<file path="src/rtl/cpu_pkg.sv">
// Shared types for the dual-issue pipeline front end.
// Issue-queue entry layout and sizing constants.
package cpu_pkg;

  localparam int IQ_DEPTH     = 8;
  localparam int IQ_PAYLOAD_W = 128;

  typedef logic [4:0] creg_addr_t;

  typedef struct packed {
    logic [IQ_PAYLOAD_W-1:0] payload;
    creg_addr_t              ra1;
    creg_addr_t              ra2;
    creg_addr_t              rdst;
    logic                    is_br;
    logic                    is_mem;
    logic                    is_priv;
  } iq_entry_t;

  function automatic logic [1:0] pop2(input logic [1:0] v);
    return {1'b0, v[1]} + {1'b0, v[0]};
  endfunction

endpackage

</file>
<file path="src/rtl/iq_pair_check.sv">
// Pairing rules for the two oldest queue entries.
// Pure combinational: decides how many of head/head+1 may issue.
module iq_pair_check
  import cpu_pkg::*;
(
  input  iq_entry_t  h,
  input  iq_entry_t  s,
  input  logic       avail1,
  input  logic       avail2,
  output logic [1:0] issue
);

  logic reg_hit;
  logic mem_hit;
  logic pair_ok;
  logic br_stall;
  logic unused_payload;

  assign unused_payload = ^{h.payload, s.payload};

  assign reg_hit = (h.rdst != '0) &&
                   ((h.rdst == s.ra1) ||
                    (h.rdst == s.ra2) ||
                    (h.rdst == s.rdst));

  assign mem_hit = h.is_mem & s.is_mem;

  // A branch drags its delay slot along regardless of data hazards.
  assign pair_ok = ~s.is_br & ~h.is_priv & ~s.is_priv &
                   (h.is_br | (~mem_hit & ~reg_hit));

  assign br_stall = h.is_br & (~avail2 | s.is_priv);

  always_comb begin
    issue    = 2'b00;
    issue[1] = avail1 & ~br_stall;
    issue[0] = issue[1] & avail2 & pair_ok;
  end

endmodule

</file>
<file path="src/rtl/issue_queue_ctrl.sv">
// Decode-to-execute issue queue with dual-issue scheduling.
// Circular buffer; head pair is read combinationally.
module issue_queue_ctrl
  import cpu_pkg::*;
#(
  parameter int DEPTH     = IQ_DEPTH,
  parameter int PAYLOAD_W = IQ_PAYLOAD_W
) (
  input  logic                        clk,
  input  logic                        resetn,
  input  logic                        flush,
  input  logic [1:0]                  in_valid,
  input  logic [1:0][PAYLOAD_W-1:0]   in_payload,
  input  creg_addr_t [1:0]            in_ra1,
  input  creg_addr_t [1:0]            in_ra2,
  input  creg_addr_t [1:0]            in_rdst,
  input  logic [1:0]                  in_is_br,
  input  logic [1:0]                  in_is_mem,
  input  logic [1:0]                  in_is_priv,
  output logic                        in_ready,
  output logic [1:0]                  out_valid,
  output logic [1:0][PAYLOAD_W-1:0]   out_payload,
  input  logic                        out_ready,
  output logic [$clog2(DEPTH):0]      count,
  output logic [31:0]                 dual_cnt
);

  localparam int AW = $clog2(DEPTH);
  localparam int CW = AW + 1;

  iq_entry_t        mem_q [DEPTH];
  iq_entry_t [1:0]  in_ent;
  iq_entry_t        h_ent;
  iq_entry_t        s_ent;

  logic [AW-1:0] head;
  logic [AW-1:0] tail;
  logic [AW-1:0] head_p1;
  logic [AW-1:0] tail_p1;

  logic          enq;
  logic [1:0]    enq_n;
  logic [1:0]    deq_n;
  logic [CW-1:0] count_next;

  assign head_p1 = head + AW'(1);
  assign tail_p1 = tail + AW'(1);

  assign in_ready = count <= CW'(DEPTH - 2);
  assign enq      = in_ready & in_valid[1] & ~flush;
  assign enq_n    = enq ? pop2(in_valid) : 2'd0;
  assign deq_n    = out_ready ? pop2(out_valid) : 2'd0;

  assign count_next = count + CW'(enq_n) - CW'(deq_n);

  always_comb begin
    in_ent = '0;
    for (int l = 0; l < 2; l++) begin
      in_ent[l].payload = in_payload[l];
      in_ent[l].ra1     = in_ra1[l];
      in_ent[l].ra2     = in_ra2[l];
      in_ent[l].rdst    = in_rdst[l];
      in_ent[l].is_br   = in_is_br[l];
      in_ent[l].is_mem  = in_is_mem[l];
      in_ent[l].is_priv = in_is_priv[l];
    end
  end

  assign h_ent = mem_q[head];
  assign s_ent = mem_q[head_p1];

  iq_pair_check u_pair (
    .h      (h_ent),
    .s      (s_ent),
    .avail1 (count >= CW'(1)),
    .avail2 (count >= CW'(2)),
    .issue  (out_valid)
  );

  assign out_payload[1] = h_ent.payload;
  assign out_payload[0] = s_ent.payload;

  // Payload storage is intentionally left unreset.
  always_ff @(posedge clk) begin
    if (enq) begin
      mem_q[tail] <= in_ent[1];
      if (in_valid[0]) mem_q[tail_p1] <= in_ent[0];
    end
  end

  always_ff @(posedge clk or negedge resetn) begin
    if (!resetn) begin
      head  <= '0;
      tail  <= '0;
      count <= '0;
    end else if (flush) begin
      head  <= tail;
      count <= '0;
    end else begin
      head  <= head + AW'(deq_n);
      tail  <= tail + AW'(enq_n);
      count <= count_next;
    end
  end

  always_ff @(posedge clk or negedge resetn) begin
    if (!resetn) begin
      dual_cnt <= '0;
    end else if (out_ready & (&out_valid) & ~flush & ~(&dual_cnt)) begin
      dual_cnt <= dual_cnt + 32'd1;
    end
  end

endmodule

</file>
<file path="config.mk">
export PLATFORM = sky130hd
export DESIGN_NAME = issue_queue_ctrl
export DESIGN_NICKNAME = d
export VERILOG_FILES = /design/src/rtl/cpu_pkg.sv /design/src/rtl/iq_pair_check.sv /design/src/rtl/issue_queue_ctrl.sv
export SDC_FILE = /design/constraint.sdc
export NUM_CORES = 2
export LEC_CHECK = 0
export CAP_MARGIN = 30
export CORE_ASPECT_RATIO = 1.5
export CORE_MARGIN = 2
export CORE_UTILIZATION = 40
export DETAILED_ROUTE_END_ITERATION = 12
export GPL_TIMING_DRIVEN = 0
export PLACE_DENSITY = 0.67
export REMOVE_ABC_BUFFERS = 1
export SYNTH_ARGS = -nofsm -noshare
export SYNTH_HDL_FRONTEND = slang
export SYNTH_SLANG_ARGS = --single-unit
</file>
<file path="constraint.sdc">
create_clock -name clk -period 32.7 [get_ports clk]
set_input_delay 6.54 -clock clk [delete_from_list [all_inputs] [get_ports clk]]
set_output_delay 6.54 -clock clk [all_outputs]
set_load 0.01 [all_outputs]
</file>
### Word level (Yosys, flattened, before mapping)

Memory sizes are Yosys's and may differ from the RTL's.
Index checks and enable logic that the tools add are counted.

| operators by class | value |
|---|---|
| add/subtract/negate cells | 9 |
| magnitude comparators | 3 |
| eq/ne operators | 3 |
| mux-type cells | 9 |
| bitwise operators | 25 |
| reduce and logical (&&, ||, !) cells | 6 |

Operators by type and width:

| kind | number |
|---|---|
| $add 32x1->32 const B | 1 |
| $reduce_and 32->1 | 1 |
| $eq 5x5->1 | 3 |
| $and 1x1->1 | 14 |
| $not 1->1 | 9 |
| $add 3x1->3 const B | 2 |
| $add 3x2->3 | 2 |
| $mux 1 | 5 |
| $reduce_bool 5->1 | 1 |
| $add 1x1->2 | 2 |
| $add 4x2->4 | 1 |
| $ge 4x1->1 const B | 1 |
| $ge 4x2->1 const B | 1 |
| $le 4x3->1 const B | 1 |
| $mux 2 | 2 |
| $mux 4 | 1 |
| $sub 4x2->4 | 1 |
| $mux 3 | 1 |
| $logic_or 1x1->1 | 2 |
| $or 1x1->1 | 2 |
| $reduce_and 2->1 | 1 |
| $logic_and 1x1->1 | 1 |

| storage, ports and cells | value |
|---|---|
| register bits | 42 |
| RAM bits | 1168 |
| word-level logic and storage cells | 60 |
| memories | 1 |

Memories:

| memory | words | bits a word | read ports | clocked after Yosys merged registers in | wr ports | line | source |
|---|---|---|---|---|---|---|---|
| mem_q | 8 | 146 | 2 | 0 | 2 | issue_queue_ctrl.sv:31 | `iq_entry_t mem_q [DEPTH];` |

### Depth between registers and ports, before layout

An unclocked memory read counts as a cell.

| depth | value |
|---|---|
| depth after elaboration | 15 |
| mapped depth | 20 |
| gate-level depth less buffers | 17 |

### Cells and area by module

A second synthesis with hierarchy kept.

| unflattened totals | value |
|---|---|
| cell total of the unflattened synthesis | 4054 |
| area, all modules | 71710.0 um2 |

Modules (own cells, without submodules):

| module | times used | cells each | area an instance (um2) | sequential area each (um2) |
|---|---|---|---|---|
| issue_queue_ctrl | 1 | 4023 | 71479.8 | 36124.6 |
| iq_pair_check | 1 | 31 | 230.2 | 0.0 |

### Worst setup path before layout

OpenSTA, ideal clock, no wires.

| timing path | value |
|---|---|
| path kind | input to register |
| start point | in flush |
| end point | mem mem_q[1][0] (netlist name) (enable) |
| arrival time | 17.597 ns |
| required time | 31.835 ns |
| path slack | 14.238 ns |
| stages | 3 |
| cells stage by stage | and3b_1 nand2_1 o31ai_1 |

RTL lines:

| element | line | source |
|---|---|---|
| start: declaration | issue_queue_ctrl.sv:11 | `input logic flush,` |
| end: declaration | issue_queue_ctrl.sv:31 |  |

### Worst setup path after layout

| timing path | value |
|---|---|
| start point | reg head[0] |
| end point | out out_valid[0] |

| on the way | value |
|---|---|
| cells in the longest elaborated chain, start to end | 11 |

RTL lines:

| element | line | source |
|---|---|---|
| start: declaration | issue_queue_ctrl.sv:36 | `logic [AW-1:0] head;` |
| start signal: assignment | issue_queue_ctrl.sv:97 | `head <= tail;` |
| start signal: assignment | issue_queue_ctrl.sv:100 | `head <= head + AW'(deq_n);` |
| $add 3x1->3 | issue_queue_ctrl.sv:46 | `assign head_p1 = head + AW'(1);` |
| $mem_v2 8x146 (*) | - |  |
| $eq 5x5->1, on equally long branches | iq_pair_check.sv:22, iq_pair_check.sv:23 |  |
| $logic_or 1x1->1 | iq_pair_check.sv:22 | `((h.rdst == s.ra1) \|\|` |
| $logic_or 1x1->1 | iq_pair_check.sv:23 | `(h.rdst == s.ra2) \|\|` |
| $logic_and 1x1->1 | iq_pair_check.sv:21 | `assign reg_hit = (h.rdst != '0) &&` |
| $not 1->1 | iq_pair_check.sv:30 | `(h.is_br \| (~mem_hit & ~reg_hit));` |
| $and 1x1->1 | iq_pair_check.sv:30 |  |
| $or 1x1->1 | iq_pair_check.sv:30 |  |
| $and 1x1->1 | iq_pair_check.sv:29 | `assign pair_ok = ~s.is_br & ~h.is_priv & ~s.is_priv &` |
| $and 1x1->1 (*) | iq_pair_check.sv:37 | `issue[0] = issue[1] & avail2 & pair_ok;` |
| end: declaration | issue_queue_ctrl.sv:21 | `output logic [1:0] out_valid,` |

Mark *: on every way between the ends. The rest lies on a longest branch, timed or not.

==> reports/results.tsv <==
metric	value	unit
status	completed	
Slew headroom	33.5	%
ranking of synthesized cells by area	edfxtp_1 (51%), mux2_2 (23%), mux4_2 (18%)	
Boundary Pins	593	
Root Buffer	clkbuf_16	
max-cap viol count	0	
Worst path slowest cell	dfrtp_4	
CP Cell Sequence	buf_16 > buf_16 > ha_4 > buf_16 > buf_16 > mux2i_1 > mux4_1 > xnor2_1 > or4_1 > a211oi_2 > a211o_1 > a31oi_1 > clkdlybuf4s50_1	
Top cell by count, worst path	buf_16	
First-pass DRT Iterations	5	
Max Transition Viols Final	0	
die width	342	µm
clock transition at the registers of the reported paths	0.06	ns
power per cell area	82.1	nW/µm²
critical path class	flop to primary output	
Syn Inst Count	3777	
Leak	27.4	nW
CTS max path bufs	3	
Fin. Hold Viols	0	
post-route setup TNS	0	ns
top cell type's share of synthesized area	51.0	%
synth cell count leaders	mux2_2 (1426), edfxtp_1 (1168), mux4_2 (562)	
Syn. warnings	0	
die area	175000	µm²
crit end category	primary output	
Max Fanout on Critical Path	50	
CTS Sinks	1210	
vias in the first global route	43400	
post-layout net count	4704	
# setup viols final	0	
most frequent cell after synthesis	mux2_2	
final hold slack	0.493	ns
drt total wl	203000	µm
CP arrival	6.28	ns
vias	40200	
first-pass GRT wire length	296000	µm
DIE HEIGHT	512	µm
post-synth top area cell	edfxtp_1	
post-route ant nets	0	
initial antenna violation count	35	
VDD IR max	65.6	µV
DP HPWL	133000	µm
period utilisation layout	39.2	%
core area	171000	µm²
largest net degree at the start of global routing	55	
M1 GR Usage	28.6	%
Skew-Pair Late Insertion Delay	0.78	ns
met2 Usage GRT	39.3	%
Setup Fix Bufs, Post-CTS	0	
worst-margin pin slew	0.990	ns
placed cells	6521	
final non-filler cell total	6761	
crit path launch type	flop	
DRT iter0 DRCs	2764	
Critical Path RT	26.16	ns
clk_skew	0.0337	ns
DR DRC count	0	
GRT Total Usage	22.9	%
met3 GRT Util	5.61	%
Cell variety after synth	52	
CTS tree	yes	
H-Tree Depth	3	
Row Count	186	
most used routing layer	met2	
register area share after synthesis	52.6	%
worst hold path type	flop to flop	
Yosys reg bits	1210	
CP peak stage delay	0.85	ns
Gates resized, CTS repair	0	
hold bufs inserted after CTS	0	
netlist area before placement	68700	µm²
grt total ovfl	0	
Area Overhead vs Synth	22.5	%
initial core utilization	40.2	%
layout cells sized above 1	52.9	%
number of synthesized flops with an enable pin	1168	
Fmax achieved	78.0	MHz
Post-synth ARST share	3.47	%
Mean Syn Cell Area	18.2	µm²
vias per cell	5.95	
IO buf count	592	
ys flop type	edfxtp_1	
cts bufs inserted	121	
GP Congestion	0.765	
DR WL/cell	30.0	µm
RSZ-0062 raised after global routing	false	
minimum clock period	12.82	ns
-- metal layers --
layer / share of wire [%] / wire (µm)
met1: 40 / 80700
met2: 51 / 103000
met3: 7.3 / 14800
met4: 2.1 / 4280
met5: 0.15 / 310
-- path summary, 6_finish.rpt --
kind | start | to | slack [ns] | cells past startpoint
max | head[0]$_DFF_PN0_ | out_valid[0] | 19.88 | 13
min | dual_cnt[7]$_DFFE_PN0P_ | dual_cnt[7]$_DFFE_PN0P_ | 0.49 | 1
max reg2reg | head[0]$_DFF_PN0_ | count[3]$_DFF_PN0_ | 25.76 | 21
min reg2reg | dual_cnt[7]$_DFFE_PN0P_ | dual_cnt[7]$_DFFE_PN0P_ | 0.49 | 1
max in group asynchronous | resetn | dual_cnt[23]$_DFFE_PN0P_ | 26.51 | 2
min in group asynchronous | resetn | dual_cnt[4]$_DFFE_PN0P_ | 5.68 | 1
-- sequential cells by signal, indices dropped and copies added (netlist names) --
signal	flops
mem_q	1168
dual_cnt	32
count	4
head	3
tail	3
-- power by group --
| part | total (W) | internal, W | switching [W] |
|---|---|---|---|
| Clock | 0.00144 | 0.000811 | 0.000626 |
| Combinational | 0.00351 | 0.00189 | 0.00162 |
| Sequential | 0.00196 | 0.00189 | 0.0000744 |
-- per-stage QoR --
| step | util, % | setup WS [ns] | area, µm² | power, W |
|---|---|---|---|---|
| final | 49.2 | 19.88 | 84200 | 0.00691 |
| after global routing | 49.2 | 19.54 | 84200 | 0.00719 |
| after CTS | 49.2 | 19.69 | 84100 | 0.00699 |
| after detailed placement | 46.8 | 20.60 | 80100 | 0.00553 |
| after global placement | 44.4 | -60.11 | 75900 | 0.00731 |
| after floorplan | - | 0.0168 | 67200 | 0.00503 |
-- placed cells by master, fill, tap and decap left out, drive strengths merged, types with 26 or more instances in the layout --
cell	Yosys	routed
edfxtp	1168	1168
mux2	1426	1426
clkinv	0	52
xor2	32	32
dfrtp	42	42
mux4	569	569
clkdlybuf4s50	0	591
clkbuf	60	159
nand2	26	26
xnor2	34	34
buf	234	191
mux2i	43	43
-- kinds of logic (layout without fill, tap and decap cells) --
family | after synthesis | count (layout) | synth area share (%)
AO/OA/AOI/OAI | 32 | 32 | 0.366
buffers and inverters | 310 | 1026 | 2.37
flip-flops | 1210 | 1210 | 52.6
adder cells (fa/ha/maj) | 18 | 18 | 0.371
multiplexers | 2038 | 2038 | 42.7
AND/OR/NAND/NOR | 103 | 103 | 0.799
other | 0 | 12 | 0
XOR/XNOR | 66 | 66 | 0.841
-- worst max-delay path, delay by kind of cell, from the launching register on --
| kind | cells | cell delay, ns |
|---|---|---|
| adder cells (fa/ha/maj) | 1 | 0.76 |
| AND/OR/NAND/NOR | 1 | 0.42 |
| AO/OA/AOI/OAI | 3 | 0.55 |
| flip-flops | 1 | 0.85 |
| multiplexers | 2 | 0.73 |
| XOR/XNOR | 1 | 0.15 |
| buffers and inverters | 5 | 1.93 |
-- area by class of cell --
type,count,area (µm²)
well taps,2256,2820
clock buffers,159,3290
flip-flops and latches,1210,36100
diodes,12,30.0
fillers,14300,86900
multi-input cells,2257,31200
repair buffers,782,9920
clock inverters,69,749
inverters,16,60.1
No activity file was read; power rests on OpenSTA's default activity.
